### src/rtl/boot_sequencer_if.sv
// Shared boot bus between the boot sequencer, the three image EEPROMs and the
// three lookup-table SRAMs. The sequencer is the master.
interface boot_sequencer_if;
  logic [7:0]  rom_data;
  logic [1:0]  rom_sel;
  logic [16:0] addr;
  logic [7:0]  data;
  logic        mlu_slice_n_we;
  logic        mlu_lookahead_n_we;
  logic        control_n_we;
  logic        n_booted;
  logic        boot_err;

  modport master (
    input  rom_data,
    output rom_sel, addr, data,
    output mlu_slice_n_we, mlu_lookahead_n_we, control_n_we,
    output n_booted, boot_err
  );

  modport slave (
    output rom_data,
    input  rom_sel, addr, data,
    input  mlu_slice_n_we, mlu_lookahead_n_we, control_n_we,
    input  n_booted, boot_err
  );
endinterface

### src/rtl/boot_sequencer.sv
// Power-on loader: copies slice, lookahead and control images from EEPROM into SRAM.
// Optional per-image trailing checksum verification is enabled with BOOT_CHECKSUM_EN.
module boot_sequencer #(
  parameter int SLICE_WORDS     = 65536,
  parameter int LOOKAHEAD_WORDS = 4096,
  parameter int CONTROL_WORDS   = 4096,
  parameter int ROM_WAIT        = 2
) (
  input  logic             clk_i,
  input  logic             n_rst_i,
  boot_sequencer_if.master bus
);

  localparam int WAIT_W = (ROM_WAIT > 1) ? $clog2(ROM_WAIT) : 1;
  localparam logic [WAIT_W-1:0] WAIT_LAST = WAIT_W'(ROM_WAIT - 1);
  localparam logic [16:0] SLICE_LAST     = 17'(SLICE_WORDS - 1);
  localparam logic [16:0] LOOKAHEAD_LAST = 17'(LOOKAHEAD_WORDS - 1);
  localparam logic [16:0] CONTROL_LAST   = 17'(CONTROL_WORDS - 1);

  localparam logic [1:0] PH_SLICE     = 2'd0;
  localparam logic [1:0] PH_LOOKAHEAD = 2'd1;
  localparam logic [1:0] PH_CONTROL   = 2'd2;
  localparam logic [1:0] PH_NONE      = 2'd3;

  typedef enum logic [2:0] {
    S_SETUP,
    S_CAPTURE,
    S_STROBE,
    S_HOLD,
    S_DONE
`ifdef BOOT_CHECKSUM_EN
    ,
    S_CHECK,
    S_ERROR
`endif
  } state_t;

  state_t            state_q, state_d;
  logic [1:0]        phase_q, phase_d;
  logic [WAIT_W-1:0] wait_q, wait_d;
  logic [16:0]       addr_q, addr_d;
  logic [7:0]        data_q, data_d;
  logic [2:0]        n_we_q, n_we_d;
  logic              n_booted_q, n_booted_d;
  logic [16:0]       last_addr;

`ifdef BOOT_CHECKSUM_EN
  logic [7:0] sum_q, sum_d;
  logic       chk_q, chk_d;
  logic       boot_err_q, boot_err_d;
  logic [7:0] chk_sum;

  assign chk_sum = sum_q + bus.rom_data;
`endif

  always_comb begin
    case (phase_q)
      PH_SLICE:     last_addr = SLICE_LAST;
      PH_LOOKAHEAD: last_addr = LOOKAHEAD_LAST;
      default:      last_addr = CONTROL_LAST;
    endcase
  end

  always_ff @(posedge clk_i or negedge n_rst_i) begin
    if (!n_rst_i) begin
      state_q    <= S_SETUP;
      phase_q    <= PH_SLICE;
      wait_q     <= '0;
      addr_q     <= '0;
      data_q     <= '0;
      n_we_q     <= 3'b111;
      n_booted_q <= 1'b1;
`ifdef BOOT_CHECKSUM_EN
      sum_q      <= '0;
      chk_q      <= 1'b0;
      boot_err_q <= 1'b0;
`endif
    end else begin
      state_q    <= state_d;
      phase_q    <= phase_d;
      wait_q     <= wait_d;
      addr_q     <= addr_d;
      data_q     <= data_d;
      n_we_q     <= n_we_d;
      n_booted_q <= n_booted_d;
`ifdef BOOT_CHECKSUM_EN
      sum_q      <= sum_d;
      chk_q      <= chk_d;
      boot_err_q <= boot_err_d;
`endif
    end
  end

  // Next state; the phase change on the last word preempts any address increment.
  always_comb begin
    state_d = state_q;
    phase_d = phase_q;
    wait_d  = wait_q;
    addr_d  = addr_q;
`ifdef BOOT_CHECKSUM_EN
    sum_d   = sum_q;
    chk_d   = chk_q;
`endif
    case (state_q)
      S_SETUP: begin
        if (wait_q == WAIT_LAST) begin
          wait_d  = '0;
`ifdef BOOT_CHECKSUM_EN
          state_d = chk_q ? S_CHECK : S_CAPTURE;
`else
          state_d = S_CAPTURE;
`endif
        end else begin
          wait_d = wait_q + 1'b1;
        end
      end
      S_CAPTURE: begin
        state_d = S_STROBE;
`ifdef BOOT_CHECKSUM_EN
        sum_d   = chk_sum;
`endif
      end
      S_STROBE: state_d = S_HOLD;
      S_HOLD: begin
        state_d = S_SETUP;
        if (addr_q == last_addr) begin
`ifdef BOOT_CHECKSUM_EN
          chk_d  = 1'b1;
          addr_d = addr_q + 1'b1;
`else
          addr_d  = '0;
          phase_d = (phase_q == PH_CONTROL) ? PH_NONE : phase_q + 1'b1;
          if (phase_q == PH_CONTROL) state_d = S_DONE;
`endif
        end else begin
          addr_d = addr_q + 1'b1;
        end
      end
`ifdef BOOT_CHECKSUM_EN
      S_CHECK: begin
        chk_d  = 1'b0;
        sum_d  = '0;
        addr_d = '0;
        if (chk_sum == 8'h00) begin
          phase_d = (phase_q == PH_CONTROL) ? PH_NONE : phase_q + 1'b1;
          state_d = (phase_q == PH_CONTROL) ? S_DONE : S_SETUP;
        end else begin
          phase_d = PH_NONE;
          state_d = S_ERROR;
        end
      end
      S_ERROR: state_d = S_ERROR;
`endif
      S_DONE:  state_d = S_DONE;
      default: state_d = S_DONE;
    endcase
  end

  // Outputs are decoded from the next state so every strobe leaves a flop.
  always_comb begin
    data_d     = data_q;
    n_we_d     = 3'b111;
    n_booted_d = (state_d != S_DONE);
    if (state_q == S_CAPTURE) data_d = bus.rom_data;
    if (state_d == S_STROBE) begin
      case (phase_d)
        PH_SLICE:     n_we_d = 3'b110;
        PH_LOOKAHEAD: n_we_d = 3'b101;
        PH_CONTROL:   n_we_d = 3'b011;
        default:      n_we_d = 3'b111;
      endcase
    end
    if (state_d == S_DONE) data_d = '0;
`ifdef BOOT_CHECKSUM_EN
    boot_err_d = (state_d == S_ERROR);
    if (state_d == S_ERROR) data_d = '0;
`endif
  end

  assign bus.rom_sel            = phase_q;
  assign bus.addr               = addr_q;
  assign bus.data               = data_q;
  assign bus.mlu_slice_n_we     = n_we_q[0];
  assign bus.mlu_lookahead_n_we = n_we_q[1];
  assign bus.control_n_we       = n_we_q[2];
  assign bus.n_booted           = n_booted_q;
`ifdef BOOT_CHECKSUM_EN
  assign bus.boot_err           = boot_err_q;
`else
  assign bus.boot_err           = 1'b0;
`endif

endmodule
### src/flat_wrapper.sv
// flat-port wrapper written by rule: the top's interface ports become plain ports
module boot_sequencer_flat 
#(
  parameter int SLICE_WORDS     = 65536,
  parameter int LOOKAHEAD_WORDS = 4096,
  parameter int CONTROL_WORDS   = 4096,
  parameter int ROM_WAIT        = 2
)
  (clk_i, n_rst_i, bus_rom_data, bus_rom_sel, bus_addr, bus_data, bus_mlu_slice_n_we, bus_mlu_lookahead_n_we, bus_control_n_we, bus_n_booted, bus_boot_err);
  boot_sequencer_if bus_i ();
  input  logic clk_i;
  input  logic n_rst_i;
  input wire logic [$bits(bus_i.rom_data)-1:0] bus_rom_data;
  output wire logic [$bits(bus_i.rom_sel)-1:0] bus_rom_sel;
  output wire logic [$bits(bus_i.addr)-1:0] bus_addr;
  output wire logic [$bits(bus_i.data)-1:0] bus_data;
  output wire logic [$bits(bus_i.mlu_slice_n_we)-1:0] bus_mlu_slice_n_we;
  output wire logic [$bits(bus_i.mlu_lookahead_n_we)-1:0] bus_mlu_lookahead_n_we;
  output wire logic [$bits(bus_i.control_n_we)-1:0] bus_control_n_we;
  output wire logic [$bits(bus_i.n_booted)-1:0] bus_n_booted;
  output wire logic [$bits(bus_i.boot_err)-1:0] bus_boot_err;
  assign bus_i.rom_data = bus_rom_data;
  assign bus_rom_sel = bus_i.rom_sel;
  assign bus_addr = bus_i.addr;
  assign bus_data = bus_i.data;
  assign bus_mlu_slice_n_we = bus_i.mlu_slice_n_we;
  assign bus_mlu_lookahead_n_we = bus_i.mlu_lookahead_n_we;
  assign bus_control_n_we = bus_i.control_n_we;
  assign bus_n_booted = bus_i.n_booted;
  assign bus_boot_err = bus_i.boot_err;
  boot_sequencer #(.SLICE_WORDS(SLICE_WORDS), .LOOKAHEAD_WORDS(LOOKAHEAD_WORDS), .CONTROL_WORDS(CONTROL_WORDS), .ROM_WAIT(ROM_WAIT)) u_core (.clk_i(clk_i), .n_rst_i(n_rst_i), .bus(bus_i));
endmodule
### config.mk
export PLATFORM = sky130hd
export DESIGN_NAME = boot_sequencer_flat
export DESIGN_NICKNAME = d
export VERILOG_FILES = /design/src/rtl/boot_sequencer_if.sv /design/src/rtl/boot_sequencer.sv /design/src/flat_wrapper.sv
export SDC_FILE = /design/constraint.sdc
export NUM_CORES = 1
export LEC_CHECK = 0
export CAP_MARGIN = 20
export CORE_ASPECT_RATIO = 0.6
export CORE_MARGIN = 2
export CORE_UTILIZATION = 44
export CTS_CLUSTER_DIAMETER = 80
export DETAILED_ROUTE_END_ITERATION = 6
export GPL_TIMING_DRIVEN = 0
export PLACE_DENSITY_LB_ADDON = 0.3
export SYNTH_ARGS = -nofsm -noshare
export SYNTH_HDL_FRONTEND = slang
export SYNTH_SLANG_ARGS = --single-unit
### constraint.sdc
create_clock -name clk_i -period 1.9 [get_ports clk_i]
set_input_delay 0.19 -clock clk_i [delete_from_list [all_inputs] [get_ports clk_i]]
set_output_delay 0.19 -clock clk_i [all_outputs]
set_load 0.01 [all_outputs]
## Word level (Yosys, flattened, before mapping)

Cells that the tools add are included.

- Flip-flop bits (word level): 35
- Bits of input ports: 10
- Output and inout port bits: 32
- Logic and storage cells: 38

- Add/sub/neg operators: 3
- Equal/unequal tests: 10
- Multiplexer cells: 14
- Reduce and logical (&&, ||, !) cells: 4

Operator list:

| operator | count |
|---|---|
| 17-bit by 1-bit adder with 17-bit output, second input constant | 1 |
| 17-bit == test | 1 |
| 17-bit two-way mux | 1 |
| 16-bit two-way mux | 1 |
| 8-bit two-way mux | 2 |
| 3-bit two-way mux | 4 |
| 3-bit case mux with 4 select lines | 1 |
| 3-bit by 2-bit == test with 1-bit output, second input constant | 3 |
| 3-bit case mux with 3 select lines | 1 |
| 2-bit two-way mux | 3 |
| 2-bit == test, second input constant | 2 |
| 2-bit zero test | 2 |
| 3-bit by 1-bit == test with 1-bit output, second input constant | 1 |
| 3-bit == test, second input constant | 1 |
| 3-bit zero test | 1 |
| 3-bit != test, second input constant | 1 |
| 2-bit by 1-bit adder with 2-bit output, second input constant | 1 |
| 2-bit by 1-bit == test with 1-bit output, second input constant | 1 |
| 2-bit nonzero test | 1 |
| 1-bit adder, second input constant | 1 |
| 1-bit two-way mux | 1 |

## Longest topological paths before layout

Gate-level depths: netlist (run 1).

- Depth after elaboration: 8
- Mapped depth: 7
- Gate-level depth less buffers: 6

## Worst setup path before layout (run 1)

OpenSTA, ideal clock, no wires.

- Path kind: reg2reg
- Start point: register u_core.phase_q[0], in the netlist u_core.bus.rom_sel[0]
- End point: register u_core.phase_q[1], in the netlist u_core.bus.rom_sel[1]
- Setup time: 0.127 ns
- Data arrival time: 2.075 ns
- Data required time: 1.773 ns
- Path slack: -0.303 ns
- Stages on the path, launching flop included: 8
- Path buffers: 1
- Period minus slack after synthesis: 2.203 ns
- Cells stage by stage: dfrtp_1 inv_1 ha_1 or4_1 o22ai_2 and4b_1 buf_4 mux2_1

- Cells in the longest elaborated chain, start to end: 5
- Elaborated cells between the ends (all ways): 8
- Classes of those cells: add/sub (1); eq/ne (2); mux (4); reduce/logical (1)

Ends and longest elaborated chain:

| item | line | text |
|---|---|---|
| start: declaration | boot_sequencer.sv:39 | `logic [1:0] phase_q, phase_d;` |
| start signal: assignment | boot_sequencer.sv:80 | `phase_q <= phase_d;` |
| 2-bit zero test | boot_sequencer.sv:57 | `case (phase_q)` |
| 16-bit two-way mux | boot_sequencer.sv:57 |  |
| 17-bit == test | boot_sequencer.sv:126 | `if (addr_q == last_addr) begin` |
| 2-bit two-way mux (*) | boot_sequencer.sv:126 |  |
| 2-bit two-way mux (*) | boot_sequencer.sv:104 | `case (state_q)` |
| via u_core.phase_d[1] | boot_sequencer.sv:39 |  |

The timed path passes the listed nets; every way through them passes the cells marked *.
A chain may end at the register's enable or synchronous reset.

## Worst setup path after layout (run 1)

Same ends and word-level chain as after synthesis.

==> results of run 1 <==
-- how the worst max path moves through the flow --
stage	depth (start not counted)	slack, ps	startpoint	endpoint
2_1_floorplan	7	-140	u_core.bus.rom_sel[0]	u_core.bus.rom_sel[1]
3_5_place_dp	7	-260	u_core.bus.rom_sel[0]	u_core.bus.rom_sel[1]
6_report	7	-60	u_core.bus.rom_sel[0]	u_core.bus.rom_sel[1]
4_1_cts	7	-50	u_core.bus.rom_sel[1]	u_core.bus.rom_sel[1]
5_1_grt	7	-100	u_core.bus.rom_sel[0]	u_core.bus.rom_sel[1]
3_3_place_gp	7	-210	u_core.bus.rom_sel[0]	u_core.bus.rom_sel[1]
-- worst register-to-register path: cells and delay by family (launching register included) --
family	cells	cell delay (ps)
adders and majority gates	1	160
buffers and inverters	2	170
muxes	1	280
AOI/OAI and AO/OA	1	200
DFF	1	360
and+or+nand+nor	2	680
-- cells in the mapped netlist, types with 3 or more instances --
master | instances | area share (%)
dfrtp_1 | 31 | 46
nand2_1 | 13 | 2.9
and2_1 | 10 | 3.7
nor2_1 | 9 | 2.0
xnor2_1 | 9 | 4.7
a31o_2 | 8 | 4.1
inv_1 | 6 | 1.3
a21oi_1 | 5 | 1.5
nor3_1 | 5 | 1.5
o21ai_0 | 5 | 1.5
dfstp_2 | 4 | 6.2
nand3_1 | 4 | 1.2
or3_1 | 4 | 1.5
ha_1 | 3 | 2.2
nand4_1 | 3 | 1.1
or4_1 | 3 | 1.3
-- area by class of cell --
type                       count  area [µm²]  area share (%)
buffer                         6        37.5            1.55
multi-input combinational    108         806            33.3
timing repair buffer          55         508            21.0
clock buffer                   8         100            4.13
tap                           47        58.8            2.43
sequential                    35         888            36.7
inverter                       6        22.5           0.930
-- kinds of logic (layout without fill, tap and decap cells) --
family          count (synthesis)  after routing  synth area share [%]
mux                             1              1                 0.666
buf+inv                        13             75                  3.55
fa+ha+maj                       3              3                  2.22
flops                          35             35                  52.1
compound gates                 24             24                  10.4
simple gates                   67             67                  24.2
other cells                     1              1                 0.222
xor+xnor                       12             12                  6.66
-- report_power, final --
group | leakage (nW) | total [mW] | internal [mW] | switching [mW]
sequential | 0.429 | 0.759 | 0.754 | 0.00446
combinational | 0.558 | 0.0637 | 0.0375 | 0.0263
clock | 0.0515 | 0.587 | 0.331 | 0.257
total | 1.04 | 1.41 | 1.12 | 0.288
-- state kept, by name (all words and copies together) (netlist names) --
register,flops
u_core.wait_q,1
u_core.bus.data,8
u_core.bus.n_booted,1
u_core.bus.addr,17
u_core.bus.rom_sel,2
u_core.state_q,3
u_core.n_we_q,3
-- timing repair --
item,CTS,global route
endpoints found under the setup margin,19,24
pin swaps,4,4
gates resized for setup,7,5
buffers inserted,7,8
-- metal layers --
layer | vias up | share of wire, % | wire length [µm]
li1 | 676 | - | -
met5 | - | 0 | 0
met4 | 0 | 1.1 | 46
met1 | 671 | 50 | 2010
met3 | 8 | 4.0 | 160
met2 | 28 | 45 | 1790
==> tab_implementation.tex, run 1 <==
\begin{tabular}{lr}
\hline
Metric & Value \\
\hline
\multicolumn{2}{l}{\textbf{Placed design}} \\
\quad Setup slack at placement & -255 ps \\
\quad DP Area & around 0.0022 mm² \\
\quad Final GP Congestion & around 0.82 \\
\quad Number of port buffers & 40 \\
\quad Final HPWL from detailed placement & 2670 µm \\
\quad Count of placed standard cells including taps & $\sim$240 \\
\multicolumn{2}{l}{\textbf{CTS}} \\
\quad Buffer type at the clock tree root & clkbuf\_8 \\
\quad CTS buffer count & 5 \\
\quad Hold\_buf cts & 0 \\
\quad Insertion delay of the later-clocked pin in the worst-skew pair & 280 ps \\
\quad Clock edge transition at the registers on the reported setup and hold paths & around 70 ps \\
\quad Clock tree from TritonCTS & done \\
\quad Sinks on Clock Net & 35 \\
\quad Max Root-Sink Buffers & 2 \\
\quad Number of levels the H-tree was split into & 2 \\
\multicolumn{2}{l}{\textbf{Timing}} \\
\quad Final critical path time including I/O delays and setup & between 1500 and 2000 ps \\
\quad Unrepaired setup endpoints after global routing & yes \\
\quad Worst path setup slack after routing & -60.8 ps \\
\quad Setup TNS & -61.8 ps \\
\quad Transition time at the pin with the least slew margin & $\sim$850 ps \\
\quad Rel. slew slack & approximately 43\% \\
\quad Final hold violation count & 31 \\
\quad Worst clock skew & about 2.3 ps \\
\quad Worst Hold Margin & -22.1 ps \\
\quad Total count of max-transition violations in the final report & 0 \\
\quad Count of endpoints failing setup in the final report & 2 \\
\quad Final Cycle Share & 103\% \\
\quad Highest clock rate & $\sim$510 MHz \\
\multicolumn{2}{l}{\textbf{Finish}} \\
\quad Number of inserted diodes & 0 \\
\quad Fill cell instance count of the final layout & around 300 \\
\quad Layout area overhead & 43.1\% \\
\quad Area of all placed cells without fillers & between 0.002 and 0.0025 mm² \\
\quad Number of nets in the layout & 230 \\
\quad Leading cell types in the layout, fill and taps excluded & 39 x clkdlybuf4s50\_1, 25 x dfrtp\_1, 16 x buf\_4 \\
\quad Share of post-route cells with drive strength above 1 & slightly below 30\% \\
\quad Post-layout utilization of the core & 65.8\% \\
\quad Finished Layout Cells & roughly 270 \\
\quad Most common cell after layout, fill and taps aside & clkdlybuf4s50\_1 \\
\multicolumn{2}{l}{\textbf{Status}} \\
\quad Violations in the final reports & hold timing, setup timing \\
\quad Outcome & finished, violations left \\
\multicolumn{2}{l}{\textbf{GRT}} \\
\quad Number of global-route vias before repair & around 1300 \\
\quad Maximum number of pins on one net before global-route repair & 36 \\
\quad Overall Global Routing Usage & between 15 and 20\% \\
\quad Busiest layer in global routing & met2 \\
\quad First-pass GRT wire length & approximately 6400 µm \\
\quad Grt met2 use & between 20\% and 30\% \\
\quad Global routing met1 resource utilization & a little over a quarter \\
\quad Total overflow reported by the global router & 0 \\
\quad Number of antenna violations at the first check in global routing & 0 \\
\quad Met3 usage & $\sim$7.5\% \\
\multicolumn{2}{l}{\textbf{Routing}} \\
\quad DR vias/cell & 5.22 \\
\quad Routed length per placed instance & around 15 µm \\
\quad Pre-Repair DR Iteration Count & 4 \\
\quad First-iteration detailed-routing DRC count & 37 \\
\quad Number of remaining DRC errors & 0 \\
\quad Post-route ant nets & 0 \\
\quad Aggregate routed wire length & 4000 µm \\
\quad Detailed-route via count & 1383 \\
\multicolumn{2}{l}{\textbf{Worst setup path}} \\
\quad Worst path slowest cell & or4\_4 \\
\quad Setup slack, reg-to-reg & -60 ps \\
\quad Launch instance of the worst register-to-register path & u\_core.bus.rom\_sel[0] \\
\quad FF-to-FF End & u\_core.bus.rom\_sel[1] \\
\quad Family with the most delay on the worst path & simple AND/OR/NAND/NOR gates \\
\quad Category of the worst setup path capture point & flop \\
\quad Cell count of the worst reg-to-reg path & 7 \\
\quad Cells along the critical path & inv\_2, ha\_4, or4\_4, o22ai\_4, and4b\_1, buf\_6, mux2\_4 \\
\quad Biggest fanout along the worst timing path & 3 \\
\quad Combined buffer and inverter count along the critical path & 2 \\
\quad Signal arrival time at the worst endpoint & $\sim$2100 ps \\
\quad Setup crit start kind & flop \\
\quad Critical path data required time & approximately 2100 ps \\
\quad Delay of the slowest critical-path stage & 430 ps \\
\quad Critical path type & reg -> reg \\
\multicolumn{2}{l}{\textbf{Logic synthesis}} \\
\quad Share of synthesized area occupied by flip-flops and latches & 52.1\% \\
\quad Post-synthesis instance area & approximately 0.0017 mm² \\
\quad Average footprint of a synthesized cell & approximately 11 µm² \\
\quad Register bit total from synthesis & 35 \\
\quad Synth Net Count & about 170 \\
\quad Most used flip-flop cell after synthesis & dfrtp\_1 \\
\quad Number of synthesized flops with an enable pin & 0 \\
\quad Yosys warnings & 0 \\
\quad Number of distinct standard cells referenced by the synthesized netlist & 43 \\
\quad Post-Synthesis Cells & around 160 \\
\quad Ys async rst share & 100\% \\
\multicolumn{2}{l}{\textbf{Floorplan}} \\
\quad IO Count & between 40 and 50 \\
\quad Core footprint & around 0.0037 mm² \\
\quad Die X & 84.0 µm \\
\quad Number of cell rows & 17 \\
\quad Area of the die & around 0.0044 mm² \\
\quad Initial core utilization & a little under half \\
\quad Die height & roughly 52 µm \\
\multicolumn{2}{l}{\textbf{Pwr}} \\
\quad VDD IR-drop max & approximately 0.40 mV \\
\quad PwrDens & just under 600 mW/mm² \\
\quad P\_leak & just over 1 nW \\
\quad Post-route total power & around 1.4 mW \\
\multicolumn{2}{l}{\textbf{Hold path}} \\
\quad Type of the most critical hold path & in -> async \\
\multicolumn{2}{l}{\textbf{Job}} \\
\quad Maximum capacitance violations & 0 \\
\hline
\end{tabular}
No activity file was read; power rests on OpenSTA's default activity.
==> run 2, diff against run 1 <==
--- a/config.mk
+++ b/config.mk
@@ -5,6 +5,7 @@
 export SDC_FILE = /design/constraint.sdc
 export NUM_CORES = 1
 export LEC_CHECK = 0
+export ABC_AREA = 1
 export CAP_MARGIN = 20
 export CORE_ASPECT_RATIO = 0.6
 export CORE_MARGIN = 2
==> run 2 against run 1 <==
The flow now finishes without violations. Largest power group unchanged. Die area rose by 3.5%. Clock power about the same. Register-to-register slack gained 300 ps. First-iteration DRC count grew to 2.8 times the previous value. Worst setup slack improved by 300 ps. Total power hardly changed. Flip-flop and latch count unchanged. Critical path type unchanged. Highest routed layer unchanged. Maximum frequency up 18%.
==> tab_implementation.tex, run 2 <==
\begin{tabular}{lr}
\hline
Metric & Value \\
\hline
\multicolumn{2}{l}{\textbf{Floorplan}} \\
\quad Die height & 52.9 µm (was 52.0 µm) \\
\quad Core footprint & 0.00374 mm² (was 0.00368 mm²) \\
\quad Area of the die & 0.00453 mm² (was 0.00437 mm²) \\
\quad Initial core utilization & 46.9\% (was 46.0\%) \\
\quad IO Count & 42 (unchanged) \\
\quad Number of cell rows & 17 (unchanged) \\
\quad Die X & 85.5 µm (was 84.0 µm) \\
\multicolumn{2}{l}{\textbf{Logic synthesis}} \\
\quad Fraction of the mapped netlist area in simple logic gates & 34.7\% (was 24.2\%) \\
\quad XOR/XNOR Fraction of Synth Area & 3.99\% (was 6.66\%) \\
\quad Top-area cell type share of the netlist area & 44.2\% (was 45.9\%) \\
\quad Proportion of synthesized area in mux cells & 0\% (was 0.666\%) \\
\quad Post-synthesis instance area & 0.00176 mm² (was 0.00169 mm²) \\
\quad Synth Net Count & 226 (was 169) \\
\quad Yosys warnings & 0 (unchanged) \\
\quad Most used flip-flop cell after synthesis & dfrtp\_1 (unchanged) \\
\quad Most frequent cell after synthesis & nand2\_1 (was dfrtp\_1) \\
\quad Number of synthesized flops with an enable pin & 0 (unchanged) \\
\quad Commonest cells post-synth & 62 x nand2\_1, 31 x dfrtp\_1, 28 x nor2\_1, 27 x inv\_1, 13 x nand4\_1 (was 31 x dfrtp\_1, 13 x nand2\_1, 10 x and2\_1, 9 x nor2\_1, 9 x xnor2\_1) \\
\quad Register bit total from synthesis & 35 (unchanged) \\
\quad Number of distinct standard cells referenced by the synthesized netlist & 25 (was 43) \\
\quad Combinational family with the most area after synthesis & simple AND/OR/NAND/NOR gates (unchanged) \\
\quad Ys async rst share & 100\% (unchanged) \\
\quad Synthesized-area fraction occupied by adder cells & 2.14\% (was 2.22\%) \\
\quad Most area-consuming cells after synthesis & dfrtp\_1 44\%, nand2\_1 13\%, dfstp\_2 6.0\% (was dfrtp\_1 46\%, dfstp\_2 6.2\%, xnor2\_1 4.7\%) \\
\quad Compound-Gate Fraction of Synth Area & 1.64\% (was 10.4\%) \\
\quad Share of synthesized area occupied by flip-flops and latches & 50.2\% (was 52.1\%) \\
\quad Average footprint of a synthesized cell & 8.24 µm² (was 10.8 µm²) \\
\quad Cell type with the largest total area after synthesis & dfrtp\_1 (unchanged) \\
\quad Post-Synthesis Cells & 213 (was 156) \\
\multicolumn{2}{l}{\textbf{Status}} \\
\quad Outcome & completed (was finished, violations left) \\
\multicolumn{2}{l}{\textbf{CTS}} \\
\quad Post-cts repair resize count & 0 (was 7) \\
\quad Clock edge transition at the registers on the reported setup and hold paths & 70 ps (about the same) \\
\quad Hold\_buf cts & 1 (was 0) \\
\quad Insertion delay of the later-clocked pin in the worst-skew pair & 290 ps (was 280 ps) \\
\quad Buffer type at the clock tree root & clkbuf\_8 (unchanged) \\
\quad Max Root-Sink Buffers & 2 (unchanged) \\
\quad Sinks on Clock Net & 35 (unchanged) \\
\quad Number of levels the H-tree was split into & 2 (unchanged) \\
\quad CTS buffer count & 5 (unchanged) \\
\quad Post-CTS Repair Setup Buffers & 0 (was 7) \\
\quad Clock tree from TritonCTS & done (unchanged) \\
\multicolumn{2}{l}{\textbf{Finish}} \\
\quad Most common cell after layout, fill and taps aside & nand2\_1 (was clkdlybuf4s50\_1) \\
\quad Layout area overhead & 32.1\% (was 43.1\%) \\
\quad Leading cell types in the layout, fill and taps excluded & 62 x nand2\_1, 39 x clkdlybuf4s50\_1, 31 x dfrtp\_1 (was 39 x clkdlybuf4s50\_1, 25 x dfrtp\_1, 16 x buf\_4) \\
\quad Fill cell instance count of the final layout & 330 (was 299) \\
\quad Max reg flops & 17 (unchanged) \\
\quad Share of post-route cells with drive strength above 1 & 11.5\% (was 29.4\%) \\
\quad Number of inserted diodes & 0 (unchanged) \\
\quad Number of nets in the layout & 274 (was 230) \\
\multicolumn{2}{l}{\textbf{Timing}} \\
\quad Worst path setup slack after routing & 240 ps (was -60.8 ps) \\
\quad Unrepaired setup endpoints after global routing & no (was yes) \\
\quad Final Cycle Share & 87.4\% (was 103\%) \\
\quad Highest clock rate & 602 MHz (was 510 MHz) \\
\quad Worst Hold Margin & 439 ps (was -22.1 ps) \\
\quad Total count of max-transition violations in the final report & 0 (unchanged) \\
\quad Setup TNS & 0 ps (was -61.8 ps) \\
\quad Count of endpoints failing setup in the final report & 0 (was 2) \\
\quad Final critical path time including I/O delays and setup & 1660 ps (was 1960 ps) \\
\quad Final hold violation count & 0 (was 31) \\
\quad Worst clock skew & 8.29 ps (was 2.33 ps) \\
\quad Rel. slew slack & 49.5\% (was 43.1\%) \\
\quad Transition time at the pin with the least slew margin & 757 ps (was 852 ps) \\
\multicolumn{2}{l}{\textbf{Hold path}} \\
\quad Type of the most critical hold path & in -> reg (was in -> async) \\
\quad Worst Hold End & u\_core.bus.data[2] \\
\quad Number of cells on the worst hold path & 3 \\
\quad Beginning of the worst hold path & bus\_rom\_data[2] \\
\multicolumn{2}{l}{\textbf{Worst setup path}} \\
\quad Category of the worst setup path capture point & flop (unchanged) \\
\quad Critical path data required time & 2070 ps (about the same) \\
\quad Cell count of the worst reg-to-reg path & 8 (was 7) \\
\quad FF-to-FF End & u\_core.bus.addr[13] (was u\_core.bus.rom\_sel[1]) \\
\quad Setup slack, reg-to-reg & 240 ps (was -60 ps) \\
\quad Signal arrival time at the worst endpoint & 1830 ps (was 2130 ps) \\
\quad Setup crit start kind & flop (unchanged) \\
\quad Critical path type & reg -> reg (unchanged) \\
\quad Biggest fanout along the worst timing path & 5 (was 3) \\
\quad Launch instance of the worst register-to-register path & u\_core.bus.rom\_sel[1] (was u\_core.bus.rom\_sel[0]) \\
\multicolumn{2}{l}{\textbf{Job}} \\
\quad Maximum capacitance violations & 0 (unchanged) \\
\multicolumn{2}{l}{\textbf{Routing}} \\
\quad DR vias/cell & 4.85 (was 5.22) \\
\quad Post-route ant nets & 0 (unchanged) \\
\quad Pre-Repair DR Iteration Count & 6 (was 4) \\
\quad Number of remaining DRC errors & 0 (unchanged) \\
\quad Routed length per placed instance & 12.2 µm (was 15.1 µm) \\
\quad Aggregate routed wire length & 3760 µm (was 4000 µm) \\
\quad First-iteration detailed-routing DRC count & 104 (was 37) \\
\quad Detailed-route via count & 1499 (was 1383) \\
\multicolumn{2}{l}{\textbf{Pwr}} \\
\quad Switching pwr & 0.290 mW (was 0.288 mW) \\
\quad PwrDens & 608 mW/mm² (was 582 mW/mm²) \\
\quad Post-route total power & 1.41 mW (about the same) \\
\quad Fraction of power consumed by sequential logic & 53.8\% (about the same) \\
\quad P\_leak & 1.09 nW (was 1.04 nW) \\
\quad Share of power burned in combinational logic & 4.6\% (was 4.5\%) \\
\quad Internal power component & 1.12 mW (about the same) \\
\quad Net switching share of the total power & 20.5\% (was 20.4\%) \\
\quad Part of the power in the clock network & 41.6\% (was 41.7\%) \\
\quad VDD IR-drop max & 0.440 mV (was 0.404 mV) \\
\multicolumn{2}{l}{\textbf{GRT}} \\
\quad Maximum number of pins on one net before global-route repair & 36 (unchanged) \\
\quad Number of antenna violations at the first check in global routing & 0 (unchanged) \\
\quad Number of global-route vias before repair & 1265 (was 1260) \\
\quad First-pass GRT wire length & 6150 µm (was 6440 µm) \\
\quad Total overflow reported by the global router & 0 (unchanged) \\
\quad Overall Global Routing Usage & 18.3\% (was 19.6\%) \\
\multicolumn{2}{l}{\textbf{Placed design}} \\
\quad Final GP Congestion & 0.808 (was 0.823) \\
\quad Final HPWL from detailed placement & 2870 µm (was 2670 µm) \\
\quad Setup slack at placement & 249 ps (was -255 ps) \\
\quad Number of port buffers & 40 (unchanged) \\
\hline
\end{tabular}
## run 2: cell types whose count changed after synthesis, sizes merged, moves of 9 or more
| cell | delta |
|---|---|
| nand4 | +10 |
| inv | +23 |
| nor2 | +23 |
| nand3 | +9 |
| and2 | -10 |
| nand2 | +51 |
## run 2: how the worst max path moves through the flow
stage / from / slack (ps) / cells past startpoint / to
floorplan: u_core.bus.rom_sel[0] / 450 / 8 / u_core.bus.data[0]
global placement: n_rst_i / -100 / 1 / u_core.bus.addr[13]
detailed placement: u_core.bus.rom_sel[0] / 250 / 8 / u_core.bus.addr[13]
CTS: u_core.bus.rom_sel[0] / 220 / 8 / u_core.bus.addr[13]
global route: u_core.bus.rom_sel[0] / 20 / 8 / u_core.bus.data[6]
finish: u_core.bus.rom_sel[1] / 240 / 8 / u_core.bus.addr[13]
## run 2: power groups by stage
stage	combinational (mW)	clock (mW)	sequential, mW
2_1_floorplan	0.00977	0	0.777
3_3_place_gp	0.0656	0	0.773
3_5_place_dp	0.0652	0	0.772
4_1_cts	0.0671	0.604	0.759
5_1_grt	0.0729	0.641	0.759
6_report	0.0650	0.587	0.759
## run 2: stage by stage
| stage | instances | instance area [µm²] | utilization, % |
|---|---|---|---|
| floorplan | 213 | 1760 | - |
| global placement | 300 | 2210 | 59.2 |
| detailed placement | 300 | 2210 | 59.0 |
| CTS | 309 | 2320 | 62.0 |
| global route | 309 | 2320 | 62.0 |
| finish | 309 | 2320 | 62.0 |
## run 2: cell families (layout without fill, tap and decap cells)
kind of cell               count (synthesis)  count (layout)
DFF                                       35              35
adders and majority gates                  3               3
other                                      1               1
and+or+nand+nor                          129             129
AOI/OAI and AO/OA                          5               5
buffers and inverters                     32              81
xor gates and xnor gates                   8               8
## run 2: final cells by class
type	count	area, µm²	area share (%)
multi-input combinational	146	749	32.3
buffer	2	11.3	0.485
sequential	35	881	38.0
clock buffer	8	100	4.32
timing repair buffer	41	405	17.5
inverter	30	114	4.91
tap	47	58.8	2.54
## run 2: worst max-delay path, stage by stage (launching register included)
cell	delay [ps]
dfrtp_1	390
inv_1	90
ha_1	200
nor2_1	100
nand3_1	80
nand2_1	160
nand4_1	270
inv_1	180
nor2_1	60
## run 2: per-layer routing
layer | part of all wire [%] | track usage (%) | vias up | wire, µm
met3 | 6.4 | 5.46 | 5 | 241
met4 | 0.90 | 4.76 | 0 | 34
li1 | - | - | 766 | -
met5 | 0 | 0 | - | 0
met1 | 54 | 29.1 | 684 | 2050
met2 | 38 | 23.3 | 44 | 1440
==> run 3, diff against run 2 <==
--- a/config.mk
+++ b/config.mk
@@ -6,6 +6,7 @@
 export NUM_CORES = 1
 export LEC_CHECK = 0
 export ABC_AREA = 1
+export ABC_CLOCK_PERIOD_IN_PS = 1900
 export CAP_MARGIN = 20
 export CORE_ASPECT_RATIO = 0.6
 export CORE_MARGIN = 2
==> results of run 3 <==
Final layout, timing and power as in run 2 (identical DEF).
